[src/rtl/arb2_pkg.sv]
// ----------------------------------------------------------------------------
// arb2_pkg
// Shared definitions for the two-requester round-robin arbiter:
//   - state_e        : output-register state encoding (EMPTY / FULL)
//   - ARB2_DATA_W    : default datapath width
//   - ARB2_CNT_W     : default grant-counter width
//   - LAST_SRC_RST   : reset value of the round-robin pointer. It is set to 1
//                      so requester 0 wins the first contention after reset.
// ----------------------------------------------------------------------------
package arb2_pkg;

    typedef enum logic {
        ST_EMPTY = 1'b0,
        ST_FULL  = 1'b1
    } state_e;

    localparam int   ARB2_DATA_W  = 32;
    localparam int   ARB2_CNT_W   = 16;
    localparam logic LAST_SRC_RST = 1'b1;

endpackage : arb2_pkg

[src/rtl/mux2to1.sv]
// ----------------------------------------------------------------------------
// mux2to1
// Plain combinational 2:1 word multiplexer used as the shared datapath.
// Ports:
//   sel_i   : 0 selects a0_i, 1 selects a1_i
//   a0_i    : input word 0 (DATA_W)
//   a1_i    : input word 1 (DATA_W)
//   y_o     : selected word (DATA_W)
// ----------------------------------------------------------------------------
module mux2to1 #(
    parameter int DATA_W = 32
) (
    input  logic              sel_i,
    input  logic [DATA_W-1:0] a0_i,
    input  logic [DATA_W-1:0] a1_i,
    output logic [DATA_W-1:0] y_o
);

    assign y_o = sel_i ? a1_i : a0_i;

endmodule : mux2to1

[src/rtl/arb2_rr_ctrl.sv]
// ----------------------------------------------------------------------------
// arb2_rr_ctrl
// Two-requester round-robin arbiter and output-register controller for a
// shared 2:1 datapath mux. The winning word is registered and presented
// downstream over valid/ready; a full register may drain and reload in the
// same cycle, so sustained throughput is one word per clock.
//
// Ports:
//   clk, rst_n              : clock, asynchronous active-low reset
//   in0_valid/in0_data/in0_ready : requester 0 handshake
//   in1_valid/in1_data/in1_ready : requester 1 handshake
//   out_valid/out_data/out_src   : registered output word and its source
//   out_ready               : downstream accept
//   grant_cnt0/grant_cnt1   : saturating accept counters (ARB2_STATS_EN only)
//
// Build option:
//   ARB2_STATS_EN  - when defined, adds the per-requester grant counters.
// ----------------------------------------------------------------------------
module arb2_rr_ctrl
    import arb2_pkg::*;
#(
    parameter int DATA_W = ARB2_DATA_W,
    parameter int CNT_W  = ARB2_CNT_W
) (
    input  logic              clk,
    input  logic              rst_n,
    input  logic              in0_valid,
    input  logic [DATA_W-1:0] in0_data,
    output logic              in0_ready,
    input  logic              in1_valid,
    input  logic [DATA_W-1:0] in1_data,
    output logic              in1_ready,
    output logic              out_valid,
    output logic [DATA_W-1:0] out_data,
    output logic              out_src,
    input  logic              out_ready
`ifdef ARB2_STATS_EN
    ,
    output logic [CNT_W-1:0]  grant_cnt0,
    output logic [CNT_W-1:0]  grant_cnt1
`endif
);

    state_e            state_q, state_d;
    logic [DATA_W-1:0] data_q;
    logic              src_q;
    logic              last_src_q;

    logic              can_load;
    logic              grant_vld;
    logic              grant;
    logic              accept;
    logic [DATA_W-1:0] mux_out;

    // ------------------------------------------------------------------
    // Arbitration. Under contention the requester that did not win last
    // time is granted; the pointer only moves on an actual accept, so a
    // stalled output never rotates priority.
    // ------------------------------------------------------------------
    assign grant_vld = in0_valid | in1_valid;
    assign grant     = (in0_valid & in1_valid) ? ~last_src_q : in1_valid;
    assign can_load  = (state_q == ST_EMPTY) | out_ready;

    assign in0_ready = can_load & grant_vld & ~grant & in0_valid;
    assign in1_ready = can_load & grant_vld &  grant & in1_valid;
    assign accept    = in0_ready | in1_ready;

    mux2to1 #(
        .DATA_W (DATA_W)
    ) u_mux (
        .sel_i (grant),
        .a0_i  (in0_data),
        .a1_i  (in1_data),
        .y_o   (mux_out)
    );

    // ------------------------------------------------------------------
    // FSM: state register
    // ------------------------------------------------------------------
    always_ff @(posedge clk or negedge rst_n) begin
        if (!rst_n) begin
            state_q <= ST_EMPTY;
        end else begin
            state_q <= state_d;
        end
    end

    // ------------------------------------------------------------------
    // FSM: next-state logic. An accept always leaves the register FULL
    // (this covers drain-and-reload); a drain with no accept empties it.
    // ------------------------------------------------------------------
    always_comb begin
        state_d = state_q;
        unique case (state_q)
            ST_EMPTY: begin
                if (accept) state_d = ST_FULL;
            end
            ST_FULL: begin
                if (accept)         state_d = ST_FULL;
                else if (out_ready) state_d = ST_EMPTY;
            end
            default: state_d = ST_EMPTY;
        endcase
    end

    // ------------------------------------------------------------------
    // FSM: outputs
    // ------------------------------------------------------------------
    always_comb begin
        out_valid = 1'b0;
        if (state_q == ST_FULL) out_valid = 1'b1;
    end

    // ------------------------------------------------------------------
    // Output word, source tag and round-robin pointer
    // ------------------------------------------------------------------
    always_ff @(posedge clk or negedge rst_n) begin
        if (!rst_n) begin
            data_q     <= '0;
            src_q      <= 1'b0;
            last_src_q <= LAST_SRC_RST;
        end else if (accept) begin
            data_q     <= mux_out;
            src_q      <= grant;
            last_src_q <= grant;
        end
    end

    assign out_data = data_q;
    assign out_src  = src_q;

`ifdef ARB2_STATS_EN
    // ------------------------------------------------------------------
    // Saturating accept counters, one per requester
    // ------------------------------------------------------------------
    logic [CNT_W-1:0] cnt_q [2];
    logic [1:0]       acc_vec;

    assign acc_vec = {in1_ready, in0_ready};

    for (genvar gi = 0; gi < 2; gi++) begin : g_cnt
        always_ff @(posedge clk or negedge rst_n) begin
            if (!rst_n) begin
                cnt_q[gi] <= '0;
            end else if (acc_vec[gi] && (cnt_q[gi] != {CNT_W{1'b1}})) begin
                cnt_q[gi] <= cnt_q[gi] + CNT_W'(1);
            end
        end
    end

    assign grant_cnt0 = cnt_q[0];
    assign grant_cnt1 = cnt_q[1];
`endif

endmodule : arb2_rr_ctrl

[config.mk]
export PLATFORM = sky130hd
export DESIGN_NAME = arb2_rr_ctrl
export DESIGN_NICKNAME = d
export VERILOG_FILES = /design/src/rtl/arb2_pkg.sv /design/src/rtl/mux2to1.sv /design/src/rtl/arb2_rr_ctrl.sv
export SDC_FILE = /design/constraint.sdc
export NUM_CORES = 1
export LEC_CHECK = 0
export CORE_MARGIN = 4
export CORE_UTILIZATION = 35
export CTS_CLUSTER_DIAMETER = 30
export CTS_CLUSTER_SIZE = 28
export DETAILED_ROUTE_END_ITERATION = 6
export GPL_ROUTABILITY_DRIVEN = 0
export GPL_TIMING_DRIVEN = 0
export PLACE_DENSITY = 0.78
export SLEW_MARGIN = 20
export SYNTH_ARGS = -nofsm -noshare
export SYNTH_HDL_FRONTEND = slang
export SYNTH_SLANG_ARGS = --single-unit
[constraint.sdc]
create_clock -name clk -period 3.2 [get_ports clk]
set_input_delay 0.96 -clock clk [delete_from_list [all_inputs] [get_ports clk]]
set_output_delay 0.96 -clock clk [all_outputs]
set_load 0.05 [all_outputs]
==> impl_metrics.yaml, run 1 <==
status:
  outcome: "completed"
setup_path:
  startpoint_type: "input port"
  cp.arrival_ns: 2.21
  ff2ff_setup_slack_ns: 1.55
  worst_path_largest_cell_delay_ns: 0.51
  cp_cell_sequence: "clkdlybuf4s50_1 -> a21bo_1 -> buf_6 -> and3_1 -> buf_4"
  rr_startpoint: "last_src_q"
  worstSetupPathType: "input port to output port"
  required_ns: 2.24
  crit_start: "in1_valid"
  cp-end-kind: "output port"
  critPathSlowestCell: "clkdlybuf4s50_1"
  cp_max_fo: 15
pwr:
  power_leakage_uw: 0.001209
  power.density_mw_per_mm2: 533.9
  vdd_drop_max_mv: 0.2992
  power.total_uw: 1553
global_route:
  grtUsageTotal_pct: 19.31
  overflow: 0
  grt_max_degree: 23
  grt_pass1_vias: 1852
  grt_pass1_wl_um: 9087
  antenna_found_initial: 0
layout:
  post-route-cell-area_mm2: 0.002909
  fillCellCount: 403
  multi_input_area_um2: 704.4
  final_cell_mix: "clkdlybuf4s50_1 (100), nand2_1 (64), dfrtp_1 (34)"
  antennaDiodeCount: 0
  mostFrequentLayoutCell: "clkdlybuf4s50_1"
  nets: 371
  area_growth_syn_to_layout_pct: 74.16
  layout-drive-gt1-share_pct: 8.251
  regArea_um2: 877.1
floorplanning:
  pin_count: 105
  rows: 24
  core_mm2: 0.004474
  die_y_um: 77.08
  die_width_um: 77.08
  dieArea_mm2: 0.005941
  start_util_pct: 37.33
place:
  hpwl_um: 4104
  dpl_cell_area_mm2: 0.002799
  io_buffers: 104
yosys:
  ys_top_cells_by_area: "dfrtp_1 (51%), nand2_1 (14%), a31oi_1 (12%), a21oi_1 (9.6%), clkbuf_1 (2.9%)"
  syn_nets: 261
  yosys.area.top_type: "dfrtp_1"
  synth_seq_cells: 35
  yosysWarningCount: 0
  syn_avg_cell_area_um2: 8.700
  synth_cells: 192
  yosysTopAreaCellShare_pct: 50.94
  syn_area_mm2: 0.001670
  synth_seq_area_share_pct: 52.51
  synth.distinct_cells: 15
sta:
  final-setup-viol-count: 0
  worst_slew_pin_slew_ns: 0.5526
  period_share_pct: 98.94
  final_max_slew_viol_count: 0
  holdWs_ns: 0.5146
  period_minus_slack_ns: 3.166
  relSlewSlack_pct: 63.04
  skew_ns: 0.01026
  final_hold_viol_count: 0
  clock.fmax_ghz: 0.3158
route:
  drc: 0
  wirelength_um: 5508
  first_pass_iters: 4
  final_antenna_net_count: 0
  post_drt_wl_per_cell_um: 15.52
  via_per_inst: 5.206
  dr.first_iter.drc_count: 110
  vias: 1848
hold_path:
  worstHoldStart: "out_src"
  hold_path.class: "flip-flop to flip-flop"
clock_tree:
  holdBufCountCts: 0
  clk_pin_slew_worst_paths_ns: 0.07
  h-tree-depth: 2
  cts-root-buf: "clkbuf_8"
  clockBufferDepth: 2
  cts_buffers: 5
  cts_sinks: 35
  clk_latency_ns: 0.28
  cts_tree: "built"
job:
  max_cap_violations: 0
## timing repair
action,4_1_cts,5_1_grt
setup endpoints to repair,2,2
pin swaps,1,0
endpoints found under the hold margin,0,0
gates resized for setup,21,4
setup buffers,1,0
## registers in the layout, summed over array words and instances (netlist names)
| name | cells |
|---|---|
| out_src | 1 |
| last_src_q | 1 |
| state_q | 1 |
| out_data | 32 |
## stage by stage
step | instances | setup TNS [ns] | setup slack [ns] | utilization (%)
2_1_floorplan | 192 | 0 | 0.1851 | -
3_3_place_gp | 348 | -1.943 | -0.9893 | 62.05
3_5_place_dp | 349 | -1.960 | -0.9998 | 62.56
4_1_cts | 355 | 0 | 0.02203 | 64.74
5_1_grt | 355 | -0.03377 | -0.01862 | 65.02
6_report | 355 | 0 | 0.03384 | 65.02
## routing by layer
metal | track usage [%] | vias up | share of wire (%)
met4 | 5.338 | 0 | 0.71
li1 | - | 884 | -
met5 | 0 | - | 0
met3 | 7.143 | 2 | 10
met2 | 33.89 | 92 | 49
met1 | 21.98 | 870 | 40
## kinds of logic (layout without fill, tap and decap cells)
| family | Yosys count | count (layout) | synth area share (%) |
|---|---|---|---|
| DFF | 35 | 35 | 52.51 |
| and+or+nand+nor | 70 | 70 | 16.63 |
| AOI/OAI and AO/OA | 66 | 66 | 22.85 |
| buffers and inverters | 19 | 130 | 6.217 |
| muxes | 2 | 2 | 1.798 |
## cell usage after synthesis
library cell and n:
nand2_1 64, dfrtp_1 34, a21oi_1 32, a31oi_1 32
clkbuf_1 13, buf_6 4, and3_1 2, buf_2 2
mux2_4 2, nand2b_1 2, a21bo_1 1, a21boi_2 1
and2_1 1, dfstp_2 1, or2_1 1
## area by class of cell
class	instances	share of cell area, %
repair buffers	106	36.60
plain buffers	16	3.871
multi-input cells	138	24.22
clock buffers	6	2.495
clock inverters	2	0.4301
well taps	52	2.237
flip-flops and latches	35	30.15
## power by group
part	leakage [µW]	internal, µW	total (µW)	switching (µW)
registers	0.000392	516	556	40.0
clock network	0.0000412	152	307	155
logic	0.000775	270	690	420
## worst max-delay path, delay by kind of cell
family | cells | cell delay (ns)
buf+inv | 3 | 0.84
compound gates | 1 | 0.22
simple gates | 1 | 0.18
## worst paths after layout
path | to | cells after the start
setup / recovery | in0_ready | 5
setup reg to reg | out_data[21] | 5
max in group asynchronous | last_src_q | 2
min in group asynchronous | state_q | 1
hold reg to reg | out_src | 1
hold / removal | out_src | 1
No activity file was read; power rests on OpenSTA's default activity.
==> run 2, diff against run 1 <==
--- a/config.mk
+++ b/config.mk
@@ -7,13 +7,14 @@
 export LEC_CHECK = 0
 export CORE_MARGIN = 4
 export CORE_UTILIZATION = 35
+export CTS_BUF_LIST = sky130_fd_sc_hd__clkbuf_4
 export CTS_CLUSTER_DIAMETER = 30
 export CTS_CLUSTER_SIZE = 28
 export DETAILED_ROUTE_END_ITERATION = 6
 export GPL_ROUTABILITY_DRIVEN = 0
 export GPL_TIMING_DRIVEN = 0
 export PLACE_DENSITY = 0.78
-export SLEW_MARGIN = 20
+export SETUP_SLACK_MARGIN = 0.15
 export SYNTH_ARGS = -nofsm -noshare
 export SYNTH_HDL_FRONTEND = slang
 export SYNTH_SLANG_ARGS = --single-unit
==> run 2 against run 1 <==
  * Hold slack better by 0.0095 ns
  * Total power up 0.94%
  * Clock-buffer cell count down 1
  * Die area unchanged
  * Non-clock buffer count up 4
  * Final cell count up 1.1%
  * Critical path depth up 1
  * Maximum frequency up 5.5%
  * Cell area up 1.9%
  * Global-route usage up 0.48 points
  * Largest power group unchanged
==> impl_metrics.yaml, run 2 (same netlist as run 1, synthesis figures left out) <==
global_route:
  globalRoute.busiestLayer: "met2"
  antenna_found_initial: 0
  grtUsageMet1_pct: 21.94
  grt_pass1_wl_um: 9211
  grt_util_met3_pct: 6.206
  grtUsageTotal_pct: 19.79
  grt_max_degree: 36
  grtUsageMet2_pct: 34.67
  grt_pass1_vias: 1881
  overflow: 0
clock_tree:
  holdBufCountCts: 0
  cts_sinks: 35
  clk_latency_ns: 0.34
  clockBufferDepth: 2
  cts_tree: "built"
  cts_buffers: 5
  clk_pin_slew_worst_paths_ns: 0.10
  h-tree-depth: 2
  cts-root-buf: "clkbuf_4"
sta:
  period_minus_slack_ns: 3.002
  postLayoutSetupSlackWorst_ns: 0.1977
  relSlewSlack_pct: 46.26
  worst_slew_pin_slew_ns: 0.8061
  skew_ns: 0.01405
  rsz0062_at_grt: "no"
  final_hold_viol_count: 0
  final-setup-viol-count: 0
  final_max_slew_viol_count: 0
  clock.fmax_ghz: 0.3331
  period_share_pct: 93.82
layout:
  fillCellCount: 378
  mostFrequentLayoutCell: "clkdlybuf4s50_1"
  layout-drive-gt1-share_pct: 10.42
  antennaDiodeCount: 0
  largest_register_ffs: 32
  nets: 375
  area_growth_syn_to_layout_pct: 77.45
  final_cell_mix: "clkdlybuf4s50_1 (98), nand2_1 (64), dfrtp_1 (34)"
  finish.utilization_pct: 66.25
setup_path:
  endpoint: "in1_ready"
  startpoint_type: "input port"
  r2r_end: "out_data[21]"
  required_ns: 2.24
  cp_max_fo: 10
  worst_path_largest_cell_delay_ns: 0.26
  crit_path_frequent_cell: "buf_8"
  reg2reg_depth: 5
  cp_cell_sequence: "dlygate4sd2_1 -> or2_1 -> buf_4 -> buf_8 -> and3_4 -> buf_8"
  rr_startpoint: "last_src_q"
  cp-end-kind: "output port"
  crit_start: "in1_valid"
  worstSetupPathType: "input port to output port"
  critPathSlowestCell: "dlygate4sd2_1"
  cp.arrival_ns: 2.04
  ff2ff_setup_slack_ns: 1.52
route:
  first_pass_iters: 6
  final_antenna_net_count: 0
  vias: 1857
  wirelength_um: 5662
  dr.first_iter.drc_count: 58
  via_per_inst: 5.173
  drc: 0
  post_drt_wl_per_cell_um: 15.77
floorplanning:
  core_mm2: 0.004474
  die_y_um: 77.08
  start_util_pct: 37.33
  dieArea_mm2: 0.005941
  die_width_um: 77.08
  pin_count: 105
  rows: 24
hold_path:
  worstHoldStart: "out_src"
  hold_path.class: "flip-flop to flip-flop"
place:
  pre_cts_slack_ns: -0.9940
  hpwl_um: 4003
  io_buffers: 104
pwr:
  power.density_mw_per_mm2: 528.9
  vdd_drop_max_mv: 0.3026
  power_leakage_uw: 0.001246
status:
  outcome: "completed"
job:
  max_cap_violations: 0
-- run 2: cell types whose count changed in the layout (fill, tap and decap cells not counted), sizes merged --
cell           change
buf                +3
bufinv             +1
clkbuf             +1
clkdlybuf4s50      -2
clkinv             +1
clkinvlp           -1
dlymetal6s2s       +1
-- run 2: critical path, delay by kind of cell --
kind / cells / cell delay, ns
simple gates: 2 / 0.38
buf+inv: 4 / 0.70
-- run 2: worst min path at each step --
stage / to / cells past startpoint / slack, ns
floorplan: last_src_q / 1 / 0.62
global placement: out_src / 1 / 0.49
detailed placement: out_src / 1 / 0.50
CTS: out_src / 1 / 0.52
global route: out_src / 1 / 0.56
finish: out_src / 1 / 0.52
-- run 2: report_power, final --
group | internal (µW) | total [µW] | switching [µW] | leakage, µW
combinational | 279 | 703 | 424 | 0.000811
clock | 161 | 310 | 149 | 0.0000426
sequential | 515 | 555 | 39.9 | 0.000392
total | 955 | 1570 | 613 | 0.00125
-- run 2: per-stage QoR --
step / TNS (ns) / instances / hold WS (ns) / power [µW] / area [µm²]
final: 0 / 359 / 0.5241 / 1568 / 2964
after global routing: 0 / 359 / 0.5587 / 1648 / 2964
after detailed placement: -1.937 / 348 / 0.4976 / 1245 / 2771
after global placement: -1.943 / 348 / 0.4935 / 1236 / 2776
after CTS: 0 / 359 / 0.5245 / 1582 / 2955
after floorplan: 0 / 192 / 0.6246 / 960.4 / 1670
-- run 2: layer usage --
metal  wire length (µm)  vias up
met5                  0        -
met4                119        0
met3                455       10
met2               2778       78
met1               2309      876
li1                   -      893
-- run 2: final cells by class --
type                       instances  area [µm²]  area share (%)
buffer                            18       158.9           5.361
timing repair buffer             108        1072           36.18
clock inverter                     3       38.79           1.309
clock buffer                       5       37.54           1.266
multi-input combinational        138       714.4           24.10
sequential                        35       877.1           29.59
tap                               52       65.06           2.195
-- run 2: repair_timing --
item,in CTS,in global routing
endpoints found under the hold margin,0,0
setup endpoints to repair,2,2
setup buffers,4,0
resized for setup,36,6
